<file path="src/rtl/morse_key_decoder_if.sv">
// Signal bundle between the Morse key decoder and its environment.
// master = decoder side (samples tick/key, drives the character outputs); slave = consumer side.
interface morse_key_decoder_if;
    logic       tick;
    logic       key;
    logic [5:0] out_code;
    logic       out_valid;
    logic       out_error;
    logic       busy;

    modport master (
        input  tick,
        input  key,
        output out_code,
        output out_valid,
        output out_error,
        output busy
    );

    modport slave (
        output tick,
        output key,
        input  out_code,
        input  out_valid,
        input  out_error,
        input  busy
    );
endinterface

</file>
<file path="src/rtl/morse_key_decoder.sv">
// Timing-based Morse decoder: classifies key presses as dot/dash and emits one code per letter.
// Define MORSE_WORD_SPACE_EN to also emit a SPACE code (37) after a word-length release.
module morse_key_decoder #(
    parameter int unsigned CNT_W      = 8,
    parameter int unsigned MIN_PRESS  = 1,
    parameter int unsigned DOT_MAX    = 3,
    parameter int unsigned LETTER_GAP = 3,
    parameter int unsigned WORD_GAP   = 7
) (
    input  logic                clk_i,
    input  logic                rst_i,
    morse_key_decoder_if.master mk_io
);
    localparam logic [CNT_W-1:0] MinPress  = CNT_W'(MIN_PRESS);
    localparam logic [CNT_W-1:0] DotMax    = CNT_W'(DOT_MAX);
    localparam logic [CNT_W-1:0] LetterGap = CNT_W'(LETTER_GAP);
    localparam logic [CNT_W-1:0] WordGap   = CNT_W'(WORD_GAP);
    localparam logic [CNT_W-1:0] CntMax    = '1;
    localparam logic [5:0]       ErrCode   = 6'd36;

    typedef enum logic [2:0] {
        StIdle,
        StMark,
        StSpace,
`ifdef MORSE_WORD_SPACE_EN
        StWord,
`endif
        StEmit
    } state_e;

    state_e           state_q, state_d;
    logic [CNT_W-1:0] cnt_q, cnt_d, cnt_inc;
    logic [2:0]       len_q, len_d;
    logic [4:0]       bits_q, bits_d;
    logic             ovf_q, ovf_d;
    logic [5:0]       out_code_q, out_code_d;
    logic             out_valid_q, out_valid_d;
    logic             out_error_q, out_error_d;
    logic             key_meta_q, key_s_q;
    logic [5:0]       letter_code;

    // Pattern is right-aligned in bits: first symbol is the most significant of len bits.
    function automatic logic [5:0] lookup(input logic [2:0] len, input logic [4:0] bits);
        logic [5:0] code;
        case ({len, bits})
            8'b001_00000: code = 6'd14;
            8'b001_00001: code = 6'd29;
            8'b010_00000: code = 6'd18;
            8'b010_00001: code = 6'd10;
            8'b010_00010: code = 6'd23;
            8'b010_00011: code = 6'd22;
            8'b011_00000: code = 6'd28;
            8'b011_00001: code = 6'd30;
            8'b011_00010: code = 6'd27;
            8'b011_00011: code = 6'd32;
            8'b011_00100: code = 6'd13;
            8'b011_00101: code = 6'd20;
            8'b011_00110: code = 6'd16;
            8'b011_00111: code = 6'd24;
            8'b100_00000: code = 6'd17;
            8'b100_00001: code = 6'd31;
            8'b100_00010: code = 6'd15;
            8'b100_00100: code = 6'd21;
            8'b100_00110: code = 6'd25;
            8'b100_00111: code = 6'd19;
            8'b100_01000: code = 6'd11;
            8'b100_01001: code = 6'd33;
            8'b100_01010: code = 6'd12;
            8'b100_01011: code = 6'd34;
            8'b100_01100: code = 6'd35;
            8'b100_01101: code = 6'd26;
            8'b101_11111: code = 6'd0;
            8'b101_01111: code = 6'd1;
            8'b101_00111: code = 6'd2;
            8'b101_00011: code = 6'd3;
            8'b101_00001: code = 6'd4;
            8'b101_00000: code = 6'd5;
            8'b101_10000: code = 6'd6;
            8'b101_11000: code = 6'd7;
            8'b101_11100: code = 6'd8;
            8'b101_11110: code = 6'd9;
            default:      code = ErrCode;
        endcase
        return code;
    endfunction

    assign cnt_inc     = (cnt_q == CntMax) ? cnt_q : cnt_q + 1'b1;
    assign letter_code = ovf_q ? ErrCode : lookup(len_q, bits_q);

`ifndef MORSE_WORD_SPACE_EN
    logic unused_word_gap;
    assign unused_word_gap = ^WordGap;
`endif

    always_comb begin
        state_d     = state_q;
        cnt_d       = cnt_q;
        len_d       = len_q;
        bits_d      = bits_q;
        ovf_d       = ovf_q;
        out_code_d  = out_code_q;
        out_valid_d = 1'b0;
        out_error_d = 1'b0;
        case (state_q)
            StIdle: begin
                if (key_s_q) begin
                    state_d = StMark;
                    cnt_d   = '0;
                end
            end
            StMark: begin
                if (!key_s_q) begin
                    cnt_d = '0;
                    if (cnt_q < MinPress) begin
                        state_d = (len_q != 3'd0) ? StSpace : StIdle;
                    end else begin
                        state_d = StSpace;
                        if (len_q == 3'd5) begin
                            ovf_d = 1'b1;
                        end else begin
                            bits_d = {bits_q[3:0], (cnt_q > DotMax)};
                            len_d  = len_q + 3'd1;
                        end
                    end
                end else if (mk_io.tick) begin
                    cnt_d = cnt_inc;
                end
            end
            StSpace: begin
                // A press in the same cycle as the gap-completing tick keeps the letter open.
                if (key_s_q) begin
                    state_d = StMark;
                    cnt_d   = '0;
                end else if (mk_io.tick) begin
                    cnt_d = cnt_inc;
                    if (cnt_inc == LetterGap) begin
                        state_d     = StEmit;
                        out_valid_d = 1'b1;
                        out_code_d  = letter_code;
                        out_error_d = (letter_code == ErrCode);
                    end
                end
            end
            StEmit: begin
                len_d  = '0;
                bits_d = '0;
                ovf_d  = 1'b0;
                if (key_s_q) begin
                    state_d = StMark;
                    cnt_d   = '0;
                end else begin
`ifdef MORSE_WORD_SPACE_EN
                    state_d = StWord;
                    cnt_d   = LetterGap;
`else
                    state_d = StIdle;
`endif
                end
            end
`ifdef MORSE_WORD_SPACE_EN
            StWord: begin
                if (key_s_q) begin
                    state_d = StMark;
                    cnt_d   = '0;
                end else if (mk_io.tick) begin
                    cnt_d = cnt_inc;
                    if (cnt_inc == WordGap) begin
                        state_d     = StIdle;
                        out_valid_d = 1'b1;
                        out_code_d  = 6'd37;
                    end
                end
            end
`endif
            default: state_d = StIdle;
        endcase
    end

    always_ff @(posedge clk_i) begin
        if (rst_i) begin
            key_meta_q  <= 1'b0;
            key_s_q     <= 1'b0;
            state_q     <= StIdle;
            cnt_q       <= '0;
            len_q       <= '0;
            bits_q      <= '0;
            ovf_q       <= 1'b0;
            out_code_q  <= '0;
            out_valid_q <= 1'b0;
            out_error_q <= 1'b0;
        end else begin
            key_meta_q  <= mk_io.key;
            key_s_q     <= key_meta_q;
            state_q     <= state_d;
            cnt_q       <= cnt_d;
            len_q       <= len_d;
            bits_q      <= bits_d;
            ovf_q       <= ovf_d;
            out_code_q  <= out_code_d;
            out_valid_q <= out_valid_d;
            out_error_q <= out_error_d;
        end
    end

    assign mk_io.out_code  = out_code_q;
    assign mk_io.out_valid = out_valid_q;
    assign mk_io.out_error = out_error_q;
    assign mk_io.busy      = (state_q != StIdle);
endmodule

</file>
<file path="src/flat_wrapper.sv">
// flat-port wrapper written by rule: the top's interface ports become plain ports
module morse_key_decoder_flat 
#(
    parameter int unsigned CNT_W      = 8,
    parameter int unsigned MIN_PRESS  = 1,
    parameter int unsigned DOT_MAX    = 3,
    parameter int unsigned LETTER_GAP = 3,
    parameter int unsigned WORD_GAP   = 7
)
  (clk_i, rst_i, mk_io_tick, mk_io_key, mk_io_out_code, mk_io_out_valid, mk_io_out_error, mk_io_busy);
  morse_key_decoder_if mk_io_i ();
  input  logic clk_i;
  input  logic rst_i;
  input wire logic [$bits(mk_io_i.tick)-1:0] mk_io_tick;
  input wire logic [$bits(mk_io_i.key)-1:0] mk_io_key;
  output wire logic [$bits(mk_io_i.out_code)-1:0] mk_io_out_code;
  output wire logic [$bits(mk_io_i.out_valid)-1:0] mk_io_out_valid;
  output wire logic [$bits(mk_io_i.out_error)-1:0] mk_io_out_error;
  output wire logic [$bits(mk_io_i.busy)-1:0] mk_io_busy;
  assign mk_io_i.tick = mk_io_tick;
  assign mk_io_i.key = mk_io_key;
  assign mk_io_out_code = mk_io_i.out_code;
  assign mk_io_out_valid = mk_io_i.out_valid;
  assign mk_io_out_error = mk_io_i.out_error;
  assign mk_io_busy = mk_io_i.busy;
  morse_key_decoder #(.CNT_W(CNT_W), .MIN_PRESS(MIN_PRESS), .DOT_MAX(DOT_MAX), .LETTER_GAP(LETTER_GAP), .WORD_GAP(WORD_GAP)) u_core (.clk_i(clk_i), .rst_i(rst_i), .mk_io(mk_io_i));
endmodule
</file>
<file path="config.mk">
export PLATFORM = sky130hd
export DESIGN_NAME = morse_key_decoder_flat
export DESIGN_NICKNAME = d
export VERILOG_FILES = /design/src/rtl/morse_key_decoder_if.sv /design/src/rtl/morse_key_decoder.sv /design/src/flat_wrapper.sv
export SDC_FILE = /design/constraint.sdc
export NUM_CORES = 1
export LEC_CHECK = 0
export ABC_CLOCK_PERIOD_IN_PS = 4700
export BUFFER_PORTS_ARGS = -buffer_cell sky130_fd_sc_hd__buf_2
export CAP_MARGIN = 20
export CORE_MARGIN = 2
export CORE_UTILIZATION = 40
export DETAILED_ROUTE_END_ITERATION = 6
export GPL_ROUTABILITY_DRIVEN = 0
export PLACE_DENSITY = 0.64
export SYNTH_ARGS = -nofsm -noshare
export SYNTH_HDL_FRONTEND = slang
export SYNTH_SLANG_ARGS = --single-unit
</file>
<file path="constraint.sdc">
create_clock -name clk_i -period 4.7 [get_ports clk_i]
set_input_delay 0.94 -clock clk_i [delete_from_list [all_inputs] [get_ports clk_i]]
set_output_delay 0.94 -clock clk_i [all_outputs]
set_load 0.01 [all_outputs]
</file>
* Yosys cells after proc, flatten, opt, wreduce, memory -nomap -nowiden
Cells that the tools add are included.
** Cells by class
- Add/subtract/negate cells :: 2
- Order comparisons :: 2
- Eq/ne operators :: 51
- Multiplexer cells :: 30
- Bitwise logic cells :: 4
- Reductions and logical operators :: 13
** Operators by type and width (number)
- case mux 6 bit (36 select lines) :: 1
- equality test 8 bit (second input constant) :: 23
- equality test 8 x 7 -> 1 bit (second input constant) :: 12
- 2-to-1 mux 8 bit :: 5
- 2-to-1 mux 3 bit :: 9
- case mux 8 bit (3 select lines) :: 1
- equality test 8 x 6 -> 1 bit (second input constant) :: 2
- AND reduction 4 bit :: 4
- 2-to-1 mux 5 bit :: 3
- case mux 3 bit (4 select lines) :: 1
- case mux 5 bit (2 select lines) :: 1
- nonzero test 3 bit :: 3
- adder 8 x 1 -> 8 bit (second input constant) :: 1
- equality test 8 x 2 -> 1 bit (second input constant) :: 1
- greater-than comparator 8 x 2 -> 1 bit (second input constant) :: 1
- less-than comparator 8 x 1 -> 1 bit (second input constant) :: 1
- equality test 3 x 2 -> 1 bit (second input constant) :: 2
- equality test 6 bit (second input constant) :: 1
- 2-to-1 mux 6 bit :: 1
- != test 2 x 1 -> 1 bit (second input constant) :: 3
- != test 2 bit (second input constant) :: 3
- case mux 3 bit (2 select lines) :: 1
- 2-to-1 mux 1 bit :: 5
- OR reduction 5 bit :: 1
- other kinds (13) :: 16
** Storage, ports and cells
- Bits in registers :: 30
- Output and inout port bits :: 9
- Word-level logic and storage cells :: 112

* Longest topological paths before layout
Gate-level depths: netlist (run 1).
- Depth in word-level cells :: 7
- Depth in mapped cells :: 9
- Mapped depth without buffers :: 8

* Worst setup path after synthesis (run 1)
Ideal clock, no wire load.
- Path kind :: input -> register
- Start :: in mk_io_tick
- End :: reg u_core.out_code_q[1] (netlist: u_core.mk_io.out_code[1])
- Setup time :: 0.068 ns
- Data arrival time :: 2.257 ns
- Path slack :: 2.375 ns
- Stages on the path :: 6
- Cells stage by stage :: inv_2 or3_1 a211oi_4 nand4_1 a311o_1 a21oi_2
** Between the ends
- Longest elaborated chain between the ends :: 1
** Ends and longest elaborated chain
- start, declared :: line flat_wrapper.sv:14 : input wire logic [$bits(mk_io_i.tick)-1:0] mk_io_tick;
- AND reduction 4 bit (no line)
- end signal, assigned :: line morse_key_decoder.sv:199 : out_code_q <= out_code_d;
- end, declared :: line morse_key_decoder.sv:36 : logic [5:0] out_code_q, out_code_d;
No other way between the ends.
A chain may end at the register's enable or synchronous reset.

* Worst setup path after layout (run 1)
- Start :: reg u_core.len_q[1]
- End :: reg u_core.out_code_q[2] (netlist: u_core.mk_io.out_code[2])
** Between the ends
- Longest elaborated chain between the ends :: 3
- Elaborated cells between the ends (all ways) :: 38
- Those cells by class :: 36 x eq/ne; 2 x mux
** Ends and longest elaborated chain
- start, declared :: line morse_key_decoder.sv:33 : logic [2:0] len_q, len_d;
- start signal, assigned :: line morse_key_decoder.sv:196 : len_q <= len_d;
- equality test 8 bit, or another cell as far along :: line morse_key_decoder.sv:45 : case ({len, bits})
- case mux 6 bit (36 select lines) (*) :: line morse_key_decoder.sv:45
- 2-to-1 mux 6 bit (*) :: line morse_key_decoder.sv:88 : assign letter_code = ovf_q ? ErrCode : lookup(len_q, bits_q);
Every way passes the cells marked *; elsewhere a longest branch is shown, timed or not.

==> qor.txt, run 1 <==
die area: 6830 um2
synthesized area: 2470 um2
CTS tree: yes
max_slew headroom: 32.7%
WP data required: 4.89 ns
Ports: 13
crit path DAT: 2.77 ns
ys flop type: dfxtp_1
routed len/inst: 15.7 um
CTS Hold Bufs: 0
Worst-Margin Slew: 1.01 ns
number of synthesized flops with an enable pin: 0
most common cell after layout, fill and taps aside: nor2_1
Seq/Total Area, Yosys: 23.5%
CTS H-tree lvls: 2
crit path time final: 2.58 ns
Port Buffers: 12
Vias: 2417
# clock sinks: 29
Hold Crit Class: flip-flop to flip-flop
GRT Overall Usage: 19.7%
num rows: 28
final core utilization: 43.2%
Synth Warn #: 0
most frequent cells in the layout: nor2_1, a21oi_1, dfxtp_1
Core Area: 5960 um2
initial antenna violation count: 0
ANT cells: 0
clk root buf: clkbuf_8
number of global-route vias before repair: 2218
CTS Buf Count: 5
Max rail drop VDD: 261 uV
Setup crit end kind: flip-flop
synthesized net count: 340
Via density: 6.12
worst clock skew: 0.00550 ns
CTS clk-pin slew, worst paths: 0.06 ns
CTS Buffer Depth: 2
Fillers: 608
post-detail-place hpwl: 4380 um
largest net degree at the start of global routing: 33
pwr dens: 261 nW/um2
final setup fails: 0
first-pass GRT wire length: 10400 um
Initial Utilization: 41.5%
register bit count reported by yosys: 29
Gates resized, CTS repair: 0
CP startpoint: u_core.len_q[1]
remaining global-route overflow: 0
Unique masters post-synth: 72
DRT Wirelength: 6210 um
Crit Path Max Fanout: 23
f_max: 387 MHz
chip height: 82.6 um
unrepaired setup endpoints after global routing: false
Layout Cells excl Fill: 395
setup tns final: 0 ns
Syn Area/Cell: 7.56 um2
Async SR Flop Fraction: 0%
# Post-CTS Setup Buffers: 0
run status: finished, final reports clean
Worst R2R End: u_core.mk_io.out_code[2]
Synth Instances: 327
final hold violation count: 0
Slew Limit Fails: 0
reg2reg path depth: 6
crit path to: u_core.mk_io.out_code[2]
Final ANT Viol Nets: 0
R2R setup slack: 2.12 ns
Synth-to-Final Area Change: 4.05%
drt drc: 0
Critical Setup Path Class: flip-flop to flip-flop
Period Utilization, post-route: 54.9%
layout cells sized above 1: 10.9%
kind of start point of the critical path: flip-flop
Pleak: 0.897 nW
Final nets: 332
placed cell count: 387
max_cap viols: 0
clk_lat worst skew: 0.28 ns
die width: 82.6 um
reg2reg start: u_core.len_q[1]
drt pass-1 iters: 4
Starting DRT DRC Count: 152
==> registers in the layout, indices dropped and copies added, names as in the netlist <==
signal	count
u_core.bits_q	5
u_core.mk_io.out_valid	1
u_core.ovf_q	1
u_core.cnt_q	8
u_core.state_q	2
u_core.key_s_q	1
u_core.mk_io.out_code	6
u_core.mk_io.out_error	1
u_core.key_meta_q	1
u_core.len_q	3
==> routing by layer <==
layer	global-route usage [%]	vias up	routed length, um	share of wire (%)
met4	7.87	0	165	2.7
met2	32.3	66	2960	48
met1	25.7	1140	2860	46
met3	3.37	16	220	3.5
li1	-	1195	-	-
met5	0	-	0	0
==> critical path, stage by stage (launching register included) <==
cell	delay, ns
dfxtp_1	0.89
and4bb_2	0.34
a32oi_1	0.24
a21oi_1	0.12
a2111oi_1	0.59
inv_1	0.09
a311oi_1	0.22
==> metrics by stage <==
stage / hold WS [ns] / setup WS (ns) / instance area (um2) / power, mW
floorplan: 0.414 / 2.37 / 2470 / 0.436
global placement: 0.431 / 2.12 / 2490 / 0.480
detailed placement: 0.435 / 2.07 / 2490 / 0.482
CTS: 0.451 / 2.24 / 2570 / 0.683
global route: 0.472 / 2.03 / 2570 / 0.721
finish: 0.445 / 2.12 / 2570 / 0.672
==> synthesized netlist by cell type (5+ instances only) <==
| cell | n | area (um2) |
|---|---|---|
| o21ai_0 | 10 | 50.1 |
| nand2_1 | 20 | 75.1 |
| nand3_1 | 7 | 35.0 |
| nor2_1 | 33 | 124 |
| nand4_1 | 5 | 31.3 |
| ha_1 | 9 | 113 |
| nor3b_1 | 6 | 45.0 |
| a21oi_1 | 30 | 150 |
| dfxtp_1 | 29 | 581 |
| inv_1 | 15 | 56.3 |
| a31oi_1 | 6 | 37.5 |
| buf_2 | 10 | 50.1 |
| and3_1 | 5 | 31.3 |
| clkbuf_1 | 12 | 45.0 |
| nor2b_1 | 11 | 68.8 |
| nor3_1 | 14 | 70.1 |
==> report_power, final <==
part,internal (mW),switching (mW)
sequential,0.258,0.0136
clock,0.102,0.0936
combinational,0.0800,0.124
total,0.440,0.231
==> cells by family (layout without fill, tap and decap cells) <==
group | Yosys count | after routing | share of synthesized area [%]
simple gates | 138 | 138 | 33.0
fa+ha+maj | 9 | 9 | 4.55
buf+inv | 45 | 38 | 8.40
flops | 29 | 29 | 23.5
compound gates | 100 | 100 | 28.1
mux | 3 | 3 | 1.42
xor+xnor | 3 | 3 | 1.06
==> worst min path at each step <==
stage / start / to / slack (ns) / cells after the start
2_1_floorplan: u_core.key_meta_q / u_core.key_s_q / 0.41 / 1
3_3_place_gp: u_core.key_meta_q / u_core.key_s_q / 0.43 / 1
3_5_place_dp: u_core.key_meta_q / u_core.key_s_q / 0.43 / 1
4_1_cts: u_core.key_meta_q / u_core.key_s_q / 0.45 / 1
5_1_grt: u_core.key_meta_q / u_core.key_s_q / 0.47 / 1
6_report: u_core.key_meta_q / u_core.key_s_q / 0.45 / 1
==> cell type report <==
class / count / area, um2 / share of cell area (%)
tap: 75 / 93.8 / 3.65
clock inverter: 2 / 10.0 / 0.389
timing repair buffer: 13 / 67.6 / 2.63
sequential: 29 / 581 / 22.6
multi-input combinational: 253 / 1690 / 65.5
clock buffer: 6 / 72.6 / 2.82
inverter: 17 / 63.8 / 2.48
(Power assumes the default switching activity.)
==> run 2: changes to the inputs <==
- ABC_AREA: not set -> 1
- ABC_CLOCK_PERIOD_IN_PS: 4700 -> 2500
- clock period: 4.7 -> 2.5 ns (I/O delays scaled with it)
==> run 2 against run 1 <==
Against the previous run: global-route usage up 0.21 points; sequential share of layout area increased by 1.6 points; power increased to 2.6 times the previous value; core utilization up 3.0 points; hold slack worse by 0.038 ns; sequential power grew 120%; combinational power grew to 3.7 times the previous value; fmax increased by 32%; count of clock-buffer cells in the layout is 1 higher; setup slack lost 1.6 ns; critical path type unchanged; critical endpoint is now u_core.len_q[2]; highest routed layer unchanged.
==> qor.txt, run 2 <==
final setup fails: 0
max_slew headroom: 58.8%
most frequent cells in the layout: nand2_1, nor2_1, inv_1
first-pass GRT wire length: 9960 um
Synth top area share: 26.4%
clk_lat worst skew: 0.28 ns
placed cell area: 2320 um2
critical path's most frequent cell: inv_1
Fillers: 558
Core Area: 5200 um2
Worst R2R End: u_core.len_q[2]
max_cap viols: 0
reg2reg path depth: 8
Slew Limit Fails: 0
Starting DRT DRC Count: 159
pwr dens: 723 nW/um2
leading area contributor after synthesis: dfxtp_1
R2R setup slack: 0.54 ns
synthesized net count: 375
final hold violation count: 0
setup tns final: 0 ns
CTS tree: yes
ys flop type: dfxtp_1
Slowest cell on crit path: o21ai_1
most frequent cell after synthesis: nand2_1
Pleak: 1.15 nW
Async SR Flop Fraction: 0%
crit path DAT: 2.10 ns
Hold Crit Class: flip-flop to flip-flop
f_max: 510 MHz
die width: 78.1 um
WP data required: 2.64 ns
worst clock skew: 0.00129 ns
CTS clk-pin slew, worst paths: 0.06 ns
Register Area: 581 um2
routed len/inst: 12.5 um
Critical Setup Path Class: flip-flop to flip-flop
die area: 6100 um2
num rows: 26
Synth-to-Final Area Change: 9.40%
post-route cell area: 2400 um2
clk root buf: clkbuf_8
CTS Hold Bufs: 0
pre-CTS WS: 0.546 ns
unrepaired setup endpoints after global routing: false
chip height: 78.1 um
number of synthesized flops with an enable pin: 0
CTS Buf Count: 5
kind of start point of the critical path: flip-flop
Initial Utilization: 42.2%
Unique masters post-synth: 34
ANT cells: 0
crit path time final: 1.96 ns
drt pass-1 iters: 5
layout cells sized above 1: 12.2%
synthesized area: 2200 um2
Seq/Total Area, Yosys: 26.4%
DRT Wirelength: 5570 um
CTS H-tree lvls: 2
CTS Buffer Depth: 2
Worst-Margin Slew: 0.614 ns
register bit count reported by yosys: 29
min-delay src: u_core.key_meta_q
remaining global-route overflow: 0
Synth Instances: 362
GRT Overall Usage: 19.9%
max FFs per register: 8
Top reg by flops: u_core.cnt_q
Slowest Stage Delay on Critical Path: 0.50 ns
# Post-CTS Setup Buffers: 0
Cell Chain, Critical Path: inv_1, ha_1, nand2_1, inv_1, nor2_1, nand3_2, o21ai_1, nor3b_1
# clock sinks: 29
post-detail-place hpwl: 4360 um
Ports: 13
reg2reg start: u_core.state_q[1]
Max rail drop VDD: 521 uV
drt drc: 0
Worst Hold Path EP: u_core.key_s_q
Via density: 5.29
number of global-route vias before repair: 2255
Setup crit end kind: flip-flop
Final ANT Viol Nets: 0
Synth Warn #: 0
initial antenna violation count: 0
Port Buffers: 12
most common cell after layout, fill and taps aside: nand2_1
Multi-input gate area: 1400 um2
Crit Path Max Fanout: 8
Syn Area/Cell: 6.07 um2
run status: finished, final reports clean
synth cell count leaders: nand2_1, nor2_1, inv_1
Hold Path Stages: 2
PnR worst setup slack: 0.541 ns
Area contributors post-synth: dfxtp_1, nand2_1, nor2_1, nand3_1, inv_1
Final nets: 390
Vias: 2365
Gates resized, CTS repair: 0
Period Utilization, post-route: 78.4%
largest net degree at the start of global routing: 16
-- run 2: per-layer routing --
| metal | part of all wire, % | GRT usage, % | vias up |
|---|---|---|---|
| met5 | 0 | 0 | - |
| met4 | 0.99 | 6.49 | 0 |
| met3 | 6.0 | 4.71 | 9 |
| met2 | 47 | 33.4 | 90 |
| met1 | 46 | 25.3 | 1052 |
| li1 | - | - | 1214 |
-- run 2: area by class of cell --
class | count | area share, %
clock buffers | 7 | 3.59
inverters | 47 | 7.39
multi-input cells | 281 | 58.4
repair buffers | 13 | 2.81
flip-flops and latches | 29 | 24.2
well taps | 70 | 3.64
-- run 2: cells by family after synthesis --
| group | after synthesis | share of synthesized area [%] |
|---|---|---|
| flops | 29 | 26.4 |
| xor+xnor | 1 | 0.399 |
| simple gates | 218 | 44.5 |
| fa+ha+maj | 9 | 5.13 |
| compound gates | 53 | 13.8 |
| buf+inv | 52 | 9.68 |
-- run 2: worst max-delay path, delay by kind of cell (launching register included) --
family	cells	cell delay, ns
flip-flops	1	0.38
AND/OR/NAND/NOR	4	0.54
buffers and inverters	2	0.13
AO/OA/AOI/OAI	1	0.50
adder cells (fa/ha/maj)	1	0.27
-- run 2: stage by stage --
stage	power, mW	hold slack [ns]	util [%]	std cells
after floorplan	1.17	0.388	-	362
after global placement	1.34	0.393	44.5	440
after detailed placement	1.34	0.401	44.5	440
after CTS	1.74	0.412	46.2	447
after global routing	1.89	0.437	46.2	447
final	1.74	0.407	46.2	447
-- run 2: how the worst max path moves through the flow --
stage	from	cells after the start	end	slack (ns)
after floorplan	u_core.state_q[1]	8	u_core.len_q[2]	0.84
after global placement	u_core.state_q[1]	8	u_core.len_q[2]	0.56
after detailed placement	u_core.state_q[1]	8	u_core.len_q[2]	0.55
after CTS	u_core.state_q[1]	8	u_core.len_q[2]	0.52
after global routing	u_core.cnt_q[0]	12	u_core.mk_io.out_code[2]	0.34
final	u_core.state_q[1]	8	u_core.len_q[2]	0.54
-- run 2: where the power goes --
part | switching (mW) | leakage (nW) | internal, mW | total (mW)
Sequential | 0.0832 | 0.235 | 0.521 | 0.604
Clock | 0.169 | 0.0443 | 0.218 | 0.387
Combinational | 0.517 | 0.873 | 0.229 | 0.746
==> run 3: changes to the inputs <==
- ABC_CLOCK_PERIOD_IN_PS: 2500 -> 1900
- clock period: 2.5 -> 1.9 ns (I/O delays scaled with it)
==> run 3 against run 2 <==
Against the previous run: critical path depth rose by 4; global-route usage down 0.11 points; register-to-register slack got worse by 0.39 ns; fmax increased by 12%; combinational power is 43% higher; sequential share of layout area shrank 1.1 points; core utilization rose by 3.8 points; setup slack got worse by 0.39 ns; sequential power increased by 29%; cell area rose by 8.2%; non-clock buffer count rose by 10; largest cell class unchanged; largest power group unchanged; highest routed layer unchanged.
==> qor.txt, run 3 (same netlist as run 2, synthesis figures left out) <==
run status: finished, final reports clean
crit path time final: 1.75 ns
drt pass-1 iters: 6
DRT Wirelength: 5770 um
layout cells sized above 1: 20.9%
worst clock skew: 0.00325 ns
crit path DAT: 1.92 ns
unrepaired setup endpoints after global routing: true
remaining global-route overflow: 0
Overall Power: 2.53 mW
clock power share: 26.8%
P_sw: 1.07 mW
kind of start point of the critical path: flip-flop
max FFs per register: 8
placed cell area: 2370 um2
Hold Crit Class: input port to flip-flop
most common cell after layout, fill and taps aside: nand2_1
max_cap viols: 0
Slew Limit Fails: 0
Crit Path Max Fanout: 4
Fillers: 555
CTS Hold Bufs: 0
ANT cells: 0
most frequent cells in the layout: nand2_1, nor2_1, inv_1
Port Buffers: 12
CTS Buffer Depth: 2
Pleak: 1.22 nW
CTS Buf Count: 5
Setup crit end kind: flip-flop
Ports: 13
Initial Utilization: 42.2%
final hold violation count: 0
P_int: 1.46 mW
chip height: 78.1 um
pwr dens: 973 nW/um2
max_slew headroom: 79.9%
die width: 78.1 um
clk_lat worst skew: 0.28 ns
met1 usage: 25.7%
Switching Share: 42.1%
Period Utilization, post-route: 92.0%
Final ANT Viol Nets: 0
num rows: 26
number of global-route vias before repair: 2214
initial antenna violation count: 0
CTS H-tree lvls: 2
met3 GRT Util: 3.79%
CTS clk-pin slew, worst paths: 0.07 ns
f_max: 572 MHz
Vias: 2406
WP data required: 2.08 ns
die area: 6100 um2
Top reg by flops: u_core.cnt_q
setup tns final: 0 ns
met2 usage: 32.1%
Layout Cells excl Fill: 458
final setup fails: 0
clk root buf: clkbuf_8
post-route cell area: 2600 um2
drt drc: 0
share of power burned in registers: 30.8%
Synth-to-Final Area Change: 18.3%
largest net degree at the start of global routing: 13
GRT Overall Usage: 19.8%
Core Area: 5200 um2
CTS tree: yes
routed len/inst: 12.6 um
first-pass GRT wire length: 9840 um
Via density: 5.25
Comb pwr share: 42.4%
placed cell count: 446
Critical Setup Path Class: flip-flop to flip-flop
GR peak layer: met2
Starting DRT DRC Count: 149
post-detail-place hpwl: 4380 um
Max rail drop VDD: 491 uV
Final nets: 400
Worst-Margin Slew: 0.298 ns
# clock sinks: 29
==> run 3: changes by cell type in the layout (fill, tap and decap cells not counted), moves of 3 or more <==
| cell | delta |
|---|---|
| nor2_2 | +8 |
| buf_4 | +9 |
| dfxtp_4 | +3 |
| nor2_1 | -9 |
| dfxtp_2 | +6 |
| dfxtp_1 | -9 |
==> run 3: critical path, stage by stage (launching register included) <==
cell and delay [ns]:
dfxtp_4 0.38, ha_4 0.14, nand2_2 0.08, nor2_4 0.15, nand2_1 0.07, nand2_1 0.09
nand3_1 0.09, nor2_2 0.14, nand3_1 0.12, nor2_1 0.11, nand2_1 0.10, nor2_2 0.13
nor2_1 0.05
==> run 3: repair_timing <==
item,CTS,global route
buffers inserted,0,4
setup endpoints to repair,0,19
resized for setup,0,28
==> run 3: power by group through the flow <==
stage / Clock [mW] / Sequential [mW] / Combinational, mW
2_1_floorplan: 0 / 0.753 / 0.790
3_3_place_gp: 0 / 0.781 / 1.00
3_5_place_dp: 0 / 0.781 / 1.01
4_1_cts: 0.695 / 0.767 / 1.01
5_1_grt: 0.714 / 0.793 / 1.20
6_report: 0.679 / 0.780 / 1.07
==> run 3: area by class of cell <==
class | instances | area, um2 | area share (%)
clock buffer | 6 | 82.6 | 3.18
clock inverter | 2 | 37.5 | 1.44
inverter | 47 | 178 | 6.83
multi-input combinational | 281 | 1460 | 56.2
sequential | 29 | 599 | 23.1
tap | 70 | 87.6 | 3.37
timing repair buffer | 23 | 155 | 5.97
==> run 3: path summary, 6_finish.rpt <==
path	startpoint	endpoint	slack [ns]	cells past startpoint
min	mk_io_key	u_core.key_meta_q	0.30	3
min reg2reg	u_core.key_meta_q	u_core.key_s_q	0.41	2
max	u_core.cnt_q[1]	u_core.mk_io.out_code[5]	0.15	12
max reg2reg	u_core.cnt_q[1]	u_core.mk_io.out_code[5]	0.15	12
==> run 3: through the flow <==
step / utilization [%] / hold slack [ns] / setup slack, ns
4_1_cts: 47.9 / 0.287 / 0.0195
6_report: 50.0 / 0.295 / 0.153
3_3_place_gp: 45.6 / 0.395 / 0.0393
2_1_floorplan: - / 0.388 / 0.237
3_5_place_dp: 45.6 / 0.398 / 0.0540
5_1_grt: 50.0 / 0.296 / -0.00935
==> run 3: per-layer routing <==
metal	share of wire, %	routed length (um)
met1	47	2730
met2	45	2620
met3	5.1	294
met4	2.2	125
met5	0	0
